`config.mk`:
```
export PLATFORM = sky130hd
export DESIGN_NAME = serdesphy_link_seq
export DESIGN_NICKNAME = d
export VERILOG_FILES = /design/src/rtl/serdesphy_pkg.sv /design/src/rtl/serdesphy_lock_filter.sv /design/src/rtl/serdesphy_link_seq.sv
export SDC_FILE = /design/constraint.sdc
export NUM_CORES = 1
export LEC_CHECK = 0
export CAP_MARGIN = 20
export CORE_ASPECT_RATIO = 1.4
export CORE_MARGIN = 2
export CORE_UTILIZATION = 45
export CTS_BUF_LIST = sky130_fd_sc_hd__clkbuf_8
export CTS_CLUSTER_DIAMETER = 30
export DETAILED_ROUTE_END_ITERATION = 6
export HOLD_SLACK_MARGIN = 0.05
export PLACE_DENSITY = 0.69
export SYNTH_ARGS = -nofsm -noshare
export SYNTH_HDL_FRONTEND = slang
export SYNTH_SLANG_ARGS = --single-unit
```
`constraint.sdc`:
```
create_clock -name clk_ref_24m -period 2.75 [get_ports clk_ref_24m]
set_input_delay 0.275 -clock clk_ref_24m [delete_from_list [all_inputs] [get_ports clk_ref_24m]]
set_output_delay 0.275 -clock clk_ref_24m [all_outputs]
set_load 0.005 [all_outputs]
```
`src/rtl/serdesphy_pkg.sv`:
```
// rtl/serdesphy_pkg.sv - shared state encoding, defaults and helpers for the SerDes PHY link sequencer
//
// Purpose: common definitions imported by serdesphy_link_seq and serdesphy_lock_filter.
// Contents: FSM state encodings and enum, default lock timeouts, retry counter width,
//           and a lane-mask coverage helper.

package serdesphy_pkg;

  localparam logic [2:0] ENC_IDLE       = 3'd0;
  localparam logic [2:0] ENC_PLL_START  = 3'd1;
  localparam logic [2:0] ENC_PLL_WAIT   = 3'd2;
  localparam logic [2:0] ENC_TX_ON      = 3'd3;
  localparam logic [2:0] ENC_CDR_WAIT   = 3'd4;
  localparam logic [2:0] ENC_ALIGN_WAIT = 3'd5;
  localparam logic [2:0] ENC_READY      = 3'd6;
  localparam logic [2:0] ENC_FAIL       = 3'd7;

  typedef enum logic [2:0] {
    ST_IDLE       = ENC_IDLE,
    ST_PLL_START  = ENC_PLL_START,
    ST_PLL_WAIT   = ENC_PLL_WAIT,
    ST_TX_ON      = ENC_TX_ON,
    ST_CDR_WAIT   = ENC_CDR_WAIT,
    ST_ALIGN_WAIT = ENC_ALIGN_WAIT,
    ST_READY      = ENC_READY,
    ST_FAIL       = ENC_FAIL
  } state_e;

  // 1 ms and 200 us at 24 MHz
  localparam int PLL_LOCK_TMO_DEF = 24000;
  localparam int CDR_LOCK_TMO_DEF = 4800;

  localparam int RETRY_W   = 4;
  localparam int MAX_LANES = 8;

  // True when every lane set in mask is also set in bits.
  function automatic logic lanes_cover(input logic [MAX_LANES-1:0] bits,
                                       input logic [MAX_LANES-1:0] mask);
    return (bits & mask) == mask;
  endfunction

endpackage

```
`src/rtl/serdesphy_lock_filter.sv`:
```
// rtl/serdesphy_lock_filter.sv - consecutive-cycle debounce counter for a raw lock indication
//
// Purpose: reports lock only after lock_i has been high for LOCK_FILT consecutive cycles.
// Ports:
//   clk_i     in   clock
//   rst_n_i   in   asynchronous active-low reset
//   clear_i   in   synchronous clear of the run counter
//   lock_i    in   raw lock
//   locked_o  out  filtered lock (run counter has reached LOCK_FILT)

module serdesphy_lock_filter
  import serdesphy_pkg::*;
#(
  parameter int LOCK_FILT = 16
) (
  input  logic clk_i,
  input  logic rst_n_i,
  input  logic clear_i,
  input  logic lock_i,
  output logic locked_o
);

  localparam int CW = $clog2(LOCK_FILT + 1);

  logic [CW-1:0] cnt_q, cnt_d;

  // Any low cycle restarts the run; the count parks at LOCK_FILT.
  always_comb begin
    cnt_d = cnt_q;
    if (clear_i || !lock_i) begin
      cnt_d = '0;
    end else if (cnt_q != CW'(LOCK_FILT)) begin
      cnt_d = cnt_q + 1'b1;
    end
  end

  always_ff @(posedge clk_i or negedge rst_n_i) begin
    if (!rst_n_i) begin
      cnt_q <= '0;
    end else begin
      cnt_q <= cnt_d;
    end
  end

  assign locked_o = (cnt_q == CW'(LOCK_FILT));

endmodule

```
`src/rtl/serdesphy_link_seq.sv`:
```
// rtl/serdesphy_link_seq.sv - multi-lane SerDes PHY link bring-up sequencer
//
// Purpose: sequences shared PLL enable, per-lane TX/RX enable and CDR reset release,
//          waits for PLL lock, CDR lock and word alignment, declares phy_ready, supervises
//          lock loss and retries a bounded number of times before flagging link_fail.
// Optional feature: define SERDESPHY_LANE_DEGRADE_EN to let a CDR/alignment timeout drop
//          the failing lanes and bring the link up on the surviving subset (degraded).
// Ports (clk_ref_24m domain):
//   clk_ref_24m   in   reference clock
//   rst_n         in   asynchronous active-low reset
//   power_good    in   POR complete and supplies good
//   phy_en        in   CSR PHY enable
//   lane_en_mask  in   requested lanes, sampled when leaving IDLE
//   pll_lock      in   raw shared PLL lock
//   cdr_lock      in   per-lane CDR lock
//   rx_aligned    in   per-lane word alignment done
//   pll_enable    out  shared PLL enable
//   tx_en         out  per-lane serializer enable
//   rx_en         out  per-lane deserializer enable
//   cdr_rst       out  per-lane CDR reset, active high
//   lanes_up      out  lanes in service
//   phy_ready     out  link up
//   degraded      out  link up on a lane subset
//   link_fail     out  retry budget exhausted
//   retry_cnt     out  retries since last IDLE
//   state         out  FSM state encoding

module serdesphy_link_seq
  import serdesphy_pkg::*;
#(
  parameter int NUM_LANES    = 4,
  parameter int TMR_W        = 16,
  parameter int PLL_LOCK_TMO = PLL_LOCK_TMO_DEF,
  parameter int CDR_LOCK_TMO = CDR_LOCK_TMO_DEF,
  parameter int LOCK_FILT    = 16,
  parameter int MAX_RETRY    = 3
) (
  input  logic                 clk_ref_24m,
  input  logic                 rst_n,
  input  logic                 power_good,
  input  logic                 phy_en,
  input  logic [NUM_LANES-1:0] lane_en_mask,
  input  logic                 pll_lock,
  input  logic [NUM_LANES-1:0] cdr_lock,
  input  logic [NUM_LANES-1:0] rx_aligned,
  output logic                 pll_enable,
  output logic [NUM_LANES-1:0] tx_en,
  output logic [NUM_LANES-1:0] rx_en,
  output logic [NUM_LANES-1:0] cdr_rst,
  output logic [NUM_LANES-1:0] lanes_up,
  output logic                 phy_ready,
  output logic                 degraded,
  output logic                 link_fail,
  output logic [RETRY_W-1:0]   retry_cnt,
  output logic [2:0]           state
);

  state_e               state_q;
  logic [NUM_LANES-1:0] active_q;
  logic [NUM_LANES-1:0] tx_en_q, rx_en_q, cdr_rst_q, lanes_up_q;
  logic [TMR_W-1:0]     timer_q, timer_d;
  logic [RETRY_W-1:0]   retry_q;
  logic                 pll_enable_q, phy_ready_q, degraded_q, link_fail_q;
  // Remembers that lanes were dropped on the way up; only shown on degraded once READY.
  logic                 deg_flag_q;

  logic pll_locked, filt_clear;
  logic cdr_all, align_all;
  logic pll_tmo, cdr_tmo;
  logic degrade_ok, retry_req;

  // The filter only runs inside PLL_WAIT, so every attempt starts from a fresh count.
  assign filt_clear = (state_q != ST_PLL_WAIT);

  serdesphy_lock_filter #(
    .LOCK_FILT (LOCK_FILT)
  ) u_pll_filt (
    .clk_i    (clk_ref_24m),
    .rst_n_i  (rst_n),
    .clear_i  (filt_clear),
    .lock_i   (pll_lock),
    .locked_o (pll_locked)
  );

  assign timer_d   = (&timer_q) ? timer_q : timer_q + 1'b1;
  assign pll_tmo   = (timer_q == TMR_W'(PLL_LOCK_TMO));
  assign cdr_tmo   = (timer_q == TMR_W'(CDR_LOCK_TMO));
  assign cdr_all   = lanes_cover(MAX_LANES'(cdr_lock), MAX_LANES'(active_q));
  assign align_all = lanes_cover(MAX_LANES'(rx_aligned), MAX_LANES'(active_q));

`ifdef SERDESPHY_LANE_DEGRADE_EN
  // Lanes that are still healthy at a CDR/alignment timeout.
  logic [NUM_LANES-1:0] good;
  assign good = (state_q == ST_ALIGN_WAIT) ? (active_q & cdr_lock & rx_aligned)
                                           : (active_q & cdr_lock);
  assign degrade_ok = |good;
`else
  assign degrade_ok = 1'b0;
`endif

  // Conditions that restart bring-up (or end in FAIL when the budget is spent).
  // A lock seen in the same cycle as the timeout takes precedence.
  always_comb begin
    retry_req = 1'b0;
    case (state_q)
      ST_PLL_WAIT:   retry_req = !pll_locked && pll_tmo;
      ST_CDR_WAIT:   retry_req = !cdr_all && cdr_tmo && !degrade_ok;
      ST_ALIGN_WAIT: retry_req = !align_all && cdr_tmo && !degrade_ok;
      ST_READY:      retry_req = !cdr_all || !pll_lock;
      default:       retry_req = 1'b0;
    endcase
  end

  always_ff @(posedge clk_ref_24m or negedge rst_n) begin
    if (!rst_n) begin
      state_q      <= ST_IDLE;
      active_q     <= '0;
      timer_q      <= '0;
      retry_q      <= '0;
      pll_enable_q <= 1'b0;
      tx_en_q      <= '0;
      rx_en_q      <= '0;
      cdr_rst_q    <= '1;
      lanes_up_q   <= '0;
      phy_ready_q  <= 1'b0;
      degraded_q   <= 1'b0;
      deg_flag_q   <= 1'b0;
      link_fail_q  <= 1'b0;
    end else if (!power_good || !phy_en) begin
      state_q      <= ST_IDLE;
      active_q     <= '0;
      timer_q      <= '0;
      retry_q      <= '0;
      pll_enable_q <= 1'b0;
      tx_en_q      <= '0;
      rx_en_q      <= '0;
      cdr_rst_q    <= '1;
      lanes_up_q   <= '0;
      phy_ready_q  <= 1'b0;
      degraded_q   <= 1'b0;
      deg_flag_q   <= 1'b0;
      link_fail_q  <= 1'b0;
    end else if (retry_req) begin
      // Tear the lanes and PLL down on the transition so every attempt starts cold.
      pll_enable_q <= 1'b0;
      tx_en_q      <= '0;
      rx_en_q      <= '0;
      cdr_rst_q    <= '1;
      lanes_up_q   <= '0;
      phy_ready_q  <= 1'b0;
      degraded_q   <= 1'b0;
      if (retry_q == RETRY_W'(MAX_RETRY)) begin
        state_q     <= ST_FAIL;
        link_fail_q <= 1'b1;
      end else begin
        retry_q    <= retry_q + 1'b1;
        deg_flag_q <= 1'b0;
        state_q    <= ST_PLL_START;
      end
    end else begin
      case (state_q)
        ST_IDLE: begin
          if (|lane_en_mask) begin
            active_q   <= lane_en_mask;
            deg_flag_q <= 1'b0;
            state_q    <= ST_PLL_START;
          end
        end
        ST_PLL_START: begin
          pll_enable_q <= 1'b1;
          timer_q      <= '0;
          state_q      <= ST_PLL_WAIT;
        end
        ST_PLL_WAIT: begin
          timer_q <= timer_d;
          if (pll_locked) begin
            state_q <= ST_TX_ON;
          end
        end
        ST_TX_ON: begin
          tx_en_q   <= active_q;
          rx_en_q   <= active_q;
          cdr_rst_q <= ~active_q;
          timer_q   <= '0;
          state_q   <= ST_CDR_WAIT;
        end
        ST_CDR_WAIT: begin
          if (cdr_all) begin
            timer_q <= '0;
            state_q <= ST_ALIGN_WAIT;
          end
`ifdef SERDESPHY_LANE_DEGRADE_EN
          else if (cdr_tmo) begin
            // retry_req already covered good == 0, so some lane survives here.
            active_q   <= good;
            tx_en_q    <= good;
            rx_en_q    <= good;
            cdr_rst_q  <= ~good;
            deg_flag_q <= 1'b1;
            timer_q    <= '0;
            state_q    <= ST_ALIGN_WAIT;
          end
`endif
          else begin
            timer_q <= timer_d;
          end
        end
        ST_ALIGN_WAIT: begin
          if (align_all) begin
            phy_ready_q <= 1'b1;
            lanes_up_q  <= active_q;
            degraded_q  <= deg_flag_q;
            state_q     <= ST_READY;
          end
`ifdef SERDESPHY_LANE_DEGRADE_EN
          else if (cdr_tmo) begin
            active_q    <= good;
            tx_en_q     <= good;
            rx_en_q     <= good;
            cdr_rst_q   <= ~good;
            deg_flag_q  <= 1'b1;
            phy_ready_q <= 1'b1;
            lanes_up_q  <= good;
            degraded_q  <= 1'b1;
            state_q     <= ST_READY;
          end
`endif
          else begin
            timer_q <= timer_d;
          end
        end
        // READY is supervised through retry_req; FAIL leaves only via the override.
        default: ;
      endcase
    end
  end

  assign pll_enable = pll_enable_q;
  assign tx_en      = tx_en_q;
  assign rx_en      = rx_en_q;
  assign cdr_rst    = cdr_rst_q;
  assign lanes_up   = lanes_up_q;
  assign phy_ready  = phy_ready_q;
  assign degraded   = degraded_q;
  assign link_fail  = link_fail_q;
  assign retry_cnt  = retry_q;
  assign state      = state_q;

endmodule

```
==> results of run 1 <==
power groups by stage:
| stage | combinational (mW) | clock (mW) | sequential (mW) |
|---|---|---|---|
| after global placement | 0.120 | 0 | 0.723 |
| after CTS | 0.122 | 0.613 | 0.710 |
| after global routing | 0.138 | 0.643 | 0.712 |
| after floorplan | 0.0618 | 0 | 0.718 |
| final | 0.125 | 0.594 | 0.710 |
| after detailed placement | 0.121 | 0 | 0.723 |
critical path, delay by kind of cell (launching register included):
family / cells / cell delay, ns
AOI/OAI and AO/OA: 3 / 0.44
buffers and inverters: 1 / 0.16
DFF: 1 / 0.42
and+or+nand+nor: 3 / 1.39
Yosys cell counts (5+ instances only):
library cell / instances / area share (%)
o31ai_1: 11 / 3.2
nor4_1: 5 / 1.2
mux2i_1: 11 / 4.3
nand2b_1: 6 / 1.5
clkbuf_1: 7 / 1.0
dfrtp_1: 43 / 42
o211ai_1: 11 / 3.2
nand3_1: 15 / 2.9
inv_1: 9 / 1.3
a21oi_1: 9 / 1.7
buf_4: 5 / 1.5
nor2_1: 28 / 4.1
nand2_1: 26 / 3.8
nor3_1: 10 / 1.9
ha_1: 5 / 2.4
o311ai_0: 5 / 1.7
cell families after synthesis:
family / Yosys count
muxes: 11
AOI/OAI and AO/OA: 61
and+or+nand+nor: 113
adders and majority gates: 5
DFF: 47
other: 1
buffers and inverters: 27
xor gates and xnor gates: 6
path summary, 6_finish.rpt:
kind                       slack (ns)       start  cells past startpoint     endpoint
max in group asynchronous        1.83       rst_n                      3   cdr_rst[0]
min in group clk_ref_24m         0.50   link_fail                      2    link_fail
setup reg to reg                 0.24  timer_q[3]                      7   timer_q[6]
setup / recovery                 0.24  timer_q[3]                      7   timer_q[6]
hold reg to reg                  0.50   link_fail                      2    link_fail
hold / removal                   0.37       rst_n                      2  lanes_up[0]
state kept, by name, indices dropped and copies added, names as in the netlist:
name,cells
phy_ready,1
lanes_up,4
u_pll_filt.cnt_q,5
retry_cnt,4
active_q,4
rx_en,4
state,3
pll_enable,1
timer_q,16
cdr_rst,4
link_fail,1
stage by stage:
stage                     setup slack [ns]  cells  power (mW)
after floorplan                      0.379    271       0.780
after global placement               0.263    374       0.843
after detailed placement             0.209    374       0.844
after CTS                            0.233    382        1.44
after global routing                0.0968    384        1.49
final                                0.241    384        1.43
area by class of cell:
class | count | area [µm²] | area share, %
multi-input combinational | 197 | 1260 | 39.1
timing repair buffer | 54 | 533 | 16.5
clock inverter | 3 | 63.8 | 1.97
inverter | 10 | 37.5 | 1.16
clock buffer | 5 | 68.8 | 2.13
tap | 68 | 85.1 | 2.63
sequential | 47 | 1180 | 36.5
per-layer routing:
| metal | wire length (µm) | vias to the layer above | GRT usage (%) |
|---|---|---|---|
| met5 | 0 | - | 0 |
| met4 | 65 | 0 | 7.17 |
| met3 | 288 | 6 | 3.60 |
| met2 | 3130 | 64 | 35.9 |
| met1 | 2610 | 1050 | 25.4 |
| li1 | - | 1075 | - |
timing repair:
action,4_1_cts,5_1_grt
buffers inserted,0,0
endpoints found under the hold margin,0,9
gates resized for setup,0,0
hold buffers,0,1
setup endpoints to repair,0,0
==> results.yml, run 1 <==
floorplanning:
  start_util_pct: 46.9
  io_pins: 44
  die_h_um: 93.7
  std_cell_rows: 32
  die_w_um: 68.1
  die_area_um2: 6380
  core_um2: 5530
yosys:
  syn-num-nets: 293
  synth_top_family_by_area: "simple AND/OR/NAND/NOR gates"
  seq_area_frac_synth_pct: 45.6
  synthDistinctLibCells: 51
  synth-seq-cells: 47
  yosysWarnings: 0
  synth_compound_area_share_pct: 18.0
  synthCells: 271
  synth.area.mux_share_pct: 4.25
  synth-edff-count: 0
  avgSynthCellArea_um2: 9.55
  synthFlopType: "dfrtp_1"
  syn_area_um2: 2590
  synthArstFlopShare_pct: 100
  synth_xor_area_share_pct: 2.03
  synth-simple-area-share_pct: 21.9
  synth_fa_ha_area_share_pct: 2.42
global_route:
  grt_use_total_pct: 20.8
  grt_pass1_vias: 2163
  overflow: 0
  grt_pass1_wl_mm: 10.0
  grt_max_degree: 48
  antenna_found_initial: 0
placed_design:
  placed_area_um2: 3070
  gp_congestion: 0.839
  dpl.hpwl_mm: 4.38
  port_buffers: 42
power:
  p_sw_uw: 314
  swShare_pct: 21.9
  p_per_area_nw_per_um2: 442
  p_seq_share_pct: 49.7
  comb_power_share_pct: 8.7
  ir_drop_mv: 0.290
  leakage_nw: 1.32
  p_int_mw: 1.12
  clockPowerShare_pct: 41.6
setup_path:
  crit_slowest_cell: "or4b_4"
  arrival_ns: 2.72
  slowest_delay_ns: 0.58
  critPathKind: "flip-flop to flip-flop"
  worst_setup_path_end_kind: "flip-flop"
  cp_data_required_time_ns: 2.96
  crit_fanout: 18
  start_kind: "flip-flop"
  path_cells: "or4_1 > nor4_2 > or4b_4 > a31oi_4 > buf_12 > o311ai_0 > o31ai_1"
detailed_routing:
  route.detailed.drc: 0
  wire_per_inst_um: 15.9
  viasPerCell: 5.72
  first_iter_violations: 105
  vias: 2195
  ant_nets: 0
  routed_wl_mm: 6.09
  drt-pass1-iter-count: 4
timing:
  period_minus_slack_ns: 2.51
  hold_slack_ns: 0.371
  fmax_mhz: 399
  slew_viol_final: 0
  rsz0062_at_grt: "false"
  worstMarginPinSlew_ns: 0.535
  skew_ns: 0.00764
  max-slew-margin-rel_pct: 64.3
  finalSetupTns_ns: 0
  setup_viol: 0
  hold_viol: 0
  min_period_over_period_pct: 91.2
final_layout:
  nets: 337
  fill_cells: 505
  drive_gt1_share_pct: 10.4
  antenna_cells: 0
  mostFrequentLayoutCells: "dfrtp_1 (43), clkdlybuf4s50_1 (41), nor2_1 (28), nand2_1 (26), nand3_1 (15)"
  final_cell_area_um2: 3230
  final_common_cell: "dfrtp_1"
  finish.utilization_pct: 58.5
  area_growth_pct: 24.8
flow_run:
  maxCapViolations: 0
cts:
  cts_tree: "built"
  clk_latency_ns: 0.30
  clkTransAtPathRegs_ns: 0.09
  h-tree-depth: 2
  cts_root_buffer: "clkbuf_8"
  cts_buffers: 5
  cts_sinks: 47
  clockBufferDepth: 2
run_status:
  outcome: "finished, final reports clean"
worst_hold_path:
  holdCritPathClass: "primary input to asynchronous set/reset pin"
(Power assumes the default switching activity.)
==> run 2, diff against run 1 <==
PLACE_DENSITY = 0.72   (was 0.69)
clock period = 2.2 ns   (was 2.75 ns; I/O delays follow)
==> run 2 against run 1 <==
The flow now finishes with violations (setup timing). Clock skew up 0.0022 ns. Fmax up 1.2%. Clock-buffer cell count unchanged. Register-to-register slack worse by 0.52 ns. Sequential cell count unchanged. Wire length up 16%.
==> results.yml, run 2 (same netlist as run 1, synthesis figures left out) <==
run_status:
  outcome: "finished, violations left"
  failed_checks: "setup timing"
final_layout:
  layout.cells.non_filler: 422
  drive_gt1_share_pct: 22.6
  largest_reg_flops: 16
  area_growth_pct: 42.4
  top_regs: "timer_q: 16 flops, u_pll_filt.cnt_q: 5 flops"
  fill_cells: 425
  mostFrequentLayoutCells: "dfrtp_1 (43), clkdlybuf4s50_1 (41), buf_4 (39), nor2_1 (28), nand2_1 (25)"
  antenna_cells: 0
  top_register: "timer_q"
  final_common_cell: "dfrtp_1"
  final_cell_area_um2: 3690
  nets: 375
timing:
  max-slew-margin-rel_pct: 59.5
  fmax_mhz: 403
  final.setup.worst_slack_ns: -0.279
  hold_viol: 0
  period_minus_slack_ns: 2.48
  finalSetupTns_ns: -4.57
  slew_viol_final: 0
  rsz0062_at_grt: "true"
  worstMarginPinSlew_ns: 0.606
  setup_viol: 33
  skew_ns: 0.00981
  min_period_over_period_pct: 113
global_route:
  grt_pass1_vias: 2378
  grt_pass1_wl_mm: 10.9
  overflow: 0
  antenna_found_initial: 0
  grt_use_total_pct: 22.7
  grt_max_degree: 48
setup_path:
  reg2reg_slack_ns: -0.28
  cpLargestDelayFamily: "simple AND/OR/NAND/NOR gates"
  timing.rr.end: "timer_q[3]"
  start_kind: "flip-flop"
  crit_slowest_cell: "or4_4"
  cp.buffers_inverters: 2
  arrival_ns: 2.69
  reg2reg_depth: 8
  r2r-start: "timer_q[3]"
  slowest_delay_ns: 0.55
  worst_setup_path_end_kind: "flip-flop"
  cp_data_required_time_ns: 2.41
  crit_fanout: 4
  critPathKind: "flip-flop to flip-flop"
  path_cells: "or4_4 > nor4_4 > or4b_4 > a31oi_4 > buf_4 > clkbuf_16 > o311ai_1 > o31ai_1"
placed_design:
  dp_cells: 402
  gp_congestion: 0.854
  placed_area_um2: 3310
  port_buffers: 42
  dp_worst_setup_slack_ns: -0.271
  dpl.hpwl_mm: 4.63
power:
  leakage_nw: 1.55
  comb_power_share_pct: 12.1
  p_int_mw: 1.44
  p_per_area_nw_per_um2: 503
  p_seq_share_pct: 47.6
  ir_drop_mv: 0.349
  power_mw: 1.85
  swShare_pct: 22.4
  clockPowerShare_pct: 40.3
  p_sw_uw: 415
cts:
  cts_root_buffer: "clkbuf_8"
  cts_sinks: 47
  cts_tree: "built"
  clk_latency_ns: 0.30
  clockBufferDepth: 2
  clkTransAtPathRegs_ns: 0.09
  cts_buffers: 5
  h-tree-depth: 2
floorplanning:
  die_area_um2: 6380
  die_w_um: 68.1
  io_pins: 44
  die_h_um: 93.7
  std_cell_rows: 32
  start_util_pct: 46.9
  core_um2: 5530
detailed_routing:
  viasPerCell: 5.79
  wire_per_inst_um: 16.7
  vias: 2443
  routed_wl_mm: 7.05
  route.detailed.drc: 0
  drt-pass1-iter-count: 4
  first_iter_violations: 187
  ant_nets: 0
worst_hold_path:
  holdCritPathClass: "primary input to asynchronous set/reset pin"
flow_run:
  maxCapViolations: 0
run 2: changes by cell type in the layout (fill, tap and decap cells not counted), sizes merged:
cell,before,now
nand3,16,17
buf,12,47
clkbuf,5,7
run 2: worst max-delay path by stage:
stage | from | endpoint | slack, ns | cells after the start
finish | timer_q[3] | timer_q[3] | -0.28 | 8
detailed placement | rx_aligned[0] | timer_q[4] | -0.27 | 9
global placement | rx_aligned[0] | timer_q[11] | -0.18 | 9
CTS | timer_q[3] | timer_q[9] | -0.18 | 8
floorplan | timer_q[3] | timer_q[5] | -0.17 | 8
global route | timer_q[3] | timer_q[3] | -0.36 | 8
run 2: repair_timing:
action	CTS	global route
gates resized for setup	14	8
hold endpoints to repair	43	0
setup buffers	4	3
endpoints found under the setup margin	27	37
pin swaps	2	7
gates cloned	1	3
hold buffers	1	0
run 2: power by group through the flow:
stage,logic (mW),clock network (mW),registers [mW]
2_1_floorplan,0.0773,0,0.898
3_3_place_gp,0.180,0,0.899
3_5_place_dp,0.183,0,0.899
4_1_cts,0.200,0.756,0.882
5_1_grt,0.242,0.784,0.884
6_report,0.225,0.747,0.882
run 2: through the flow:
stage	hold slack, ns	utilization, %
floorplan	-0.0756	-
global placement	0.227	59.9
detailed placement	0.222	59.9
CTS	0.434	64.7
global route	0.450	66.7
finish	0.432	66.7
run 2: routing by layer:
| layer | wire length, µm | global-route usage (%) | vias up |
|---|---|---|---|
| met5 | 0 | 0 | - |
| met4 | 340 | 12.0 | 0 |
| met3 | 376 | 3.84 | 33 |
| met2 | 3720 | 40.4 | 111 |
| met1 | 2610 | 24.6 | 1148 |
| li1 | - | - | 1151 |
run 2: layout make-up:
type | count | area [µm²] | share of cell area, %
Clock buffer | 5 | 68.8 | 1.87
Clock inverter | 3 | 63.8 | 1.73
Inverter | 10 | 37.5 | 1.02
Multi-Input combinational cell | 198 | 1350 | 36.7
Sequential cell | 47 | 1180 | 32.0
Tap cell | 68 | 85.1 | 2.31
Timing Repair Buffer | 91 | 898 | 24.4
run 2: worst min-delay path: stages:
cell and delay, ns:
dlygate4sd3_1 0.53, buf_2 0.12, buf_12 0.25
==> run 3, diff against run 2 <==
CORE_ASPECT_RATIO = default   (was 1.4)
==> run 3 against run 2 <==
The run still ends with setup timing left. Sequential share of layout area up 0.92 points. Clock-buffer cell count unchanged. Global-route usage is 0.74 points lower. Clock skew decreased by 0.00086 ns. Wire length decreased by 6.1%. Clock power fell by 33%. Critical path type unchanged.
==> results.yml, run 3 (same netlist as run 1, synthesis figures left out) <==
global_route:
  overflow: 0
  grt_pass1_wl_mm: 10.9
  antenna_found_initial: 0
  grt_use_total_pct: 21.9
  grt_max_degree: 48
  grt_pass1_vias: 2273
cts:
  clk_latency_ns: 0.30
  clkTransAtPathRegs_ns: 0.08
  cts_sinks: 47
  cts_root_buffer: "clkbuf_8"
  h-tree-depth: 2
  clockBufferDepth: 2
  cts_tree: "built"
  cts_buffers: 5
power:
  power_mw: 1.59
  leakage_nw: 1.50
  ir_drop_mv: 0.262
  p_per_area_nw_per_um2: 443
timing:
  final.setup.worst_slack_ns: -0.258
  slew_viol_final: 0
  fmax_mhz: 407
  skew_ns: 0.00895
  setup_viol: 37
  rsz0062_at_grt: "true"
  max-slew-margin-rel_pct: 53.7
  hold_viol: 0
  min_period_over_period_pct: 112
  period_minus_slack_ns: 2.46
  worstMarginPinSlew_ns: 0.693
detailed_routing:
  drt-pass1-iter-count: 4
  routed_wl_mm: 6.62
  first_iter_violations: 150
  wire_per_inst_um: 15.7
  route.detailed.drc: 0
  vias: 2375
  ant_nets: 0
  viasPerCell: 5.61
flow_run:
  maxCapViolations: 0
floorplanning:
  core_um2: 5540
  die_w_um: 79.8
  std_cell_rows: 27
  start_util_pct: 46.7
  die_area_um2: 6380
  die_h_um: 79.8
  io_pins: 44
setup_path:
  crit_slowest_cell: "or4_4"
  slowest_delay_ns: 0.55
  arrival_ns: 2.65
  critPathKind: "flip-flop to flip-flop"
  worst_setup_path_end_kind: "flip-flop"
  cp_data_required_time_ns: 2.39
  start_kind: "flip-flop"
  crit_fanout: 9
  path_cells: "or4_4 > nor4_4 > or4b_4 > a31oi_4 > buf_4 > buf_16 > o211ai_1 > o31ai_1"
final_layout:
  area_growth_pct: 38.4
  multi_input_area_um2: 1370
  antenna_cells: 0
  layout.cells.non_filler: 423
  final_common_cell: "dfrtp_1"
  finish.utilization_pct: 64.7
  mostFrequentLayoutCells: "dfrtp_1 (43), clkdlybuf4s50_1 (41), buf_4 (39), nor2_1 (28), nand2_1 (25)"
  final_cell_area_um2: 3580
  top_regs: "timer_q: 16 flops, u_pll_filt.cnt_q: 5 flops"
  fill_cells: 447
  drive_gt1_share_pct: 21.4
  top_register: "timer_q"
  largest_reg_flops: 16
  nets: 372
  seq_area_um2: 1180
placed_design:
  port_buffers: 42
  placed_area_um2: 3280
  gp_congestion: 0.807
  dpl.hpwl_mm: 4.53
  dp_worst_setup_slack_ns: -0.222
  dp_cells: 403
run_status:
  failed_checks: "setup timing"
  outcome: "finished, violations left"
worst_hold_path:
  holdCritPathClass: "flip-flop to flip-flop"
==> run 3: changes by cell type in the layout (fill, tap and decap cells not counted), sizes merged <==
cell	previous run	this run
bufinv	2	0
inv	11	12
clkinv	0	1
buf	47	46
clkbuf	7	5
==> run 3: metal layers <==
layer	GRT usage [%]	vias to the layer above	share of wire (%)
met5	0	-	0
met4	7.12	0	1.5
met3	3.62	11	6.3
met2	39.0	83	50
met1	27.0	1134	42
li1	-	1147	-
==> run 3: path summary, 6_finish.rpt <==
kind                                     to       start  depth (start not counted)  slack, ns
worst max-delay path             timer_q[9]  timer_q[3]                          8      -0.26
min in group asynchronous          rx_en[0]       rst_n                          3       0.53
max in group asynchronous       active_q[3]       rst_n                          3       1.24
worst max register to register   timer_q[9]  timer_q[3]                          8      -0.26
worst min register to register   cdr_rst[1]  cdr_rst[1]                          2       0.51
worst min-delay path             cdr_rst[1]  cdr_rst[1]                          2       0.51
==> run 3: worst max-delay path, delay by kind of cell (launching register included) <==
family	cells	cell delay (ns)
and+or+nand+nor	3	1.24
buffers and inverters	2	0.28
DFF	1	0.39
AOI/OAI and AO/OA	3	0.45
==> run 3: where the power goes <==
| group | internal [mW] | switching [mW] |
|---|---|---|
| sequential | 0.872 | 0.0102 |
| combinational | 0.104 | 0.100 |
| clock | 0.214 | 0.285 |
| total | 1.19 | 0.396 |
==> run 3: through the flow <==
step / hold slack, ns / TNS (ns)
after floorplan: -0.0756 / -2.18
after global placement: 0.346 / -3.08
after detailed placement: 0.348 / -4.15
after CTS: 0.509 / -3.50
after global routing: 0.523 / -7.59
final: 0.507 / -4.82
==> run 3: final cells by class <==
cell class,instances,area share [%]
tap,72,2.51
timing repair buffer,88,23.1
inverter,10,1.05
clock inverter,3,0.349
multi-input combinational,198,38.1
sequential,47,33.0
clock buffer,5,1.92
==> run 3: what timing repair did <==
| action | 4_1_cts | 5_1_grt |
|---|---|---|
| setup buffers | 6 | 3 |
| setup endpoints to repair | 27 | 37 |
| pin swaps | 5 | 1 |
| hold endpoints to repair | 43 | 0 |
| cloned | 3 | 0 |
| gates resized for setup | 14 | 8 |
| hold buffers | 1 | 0 |
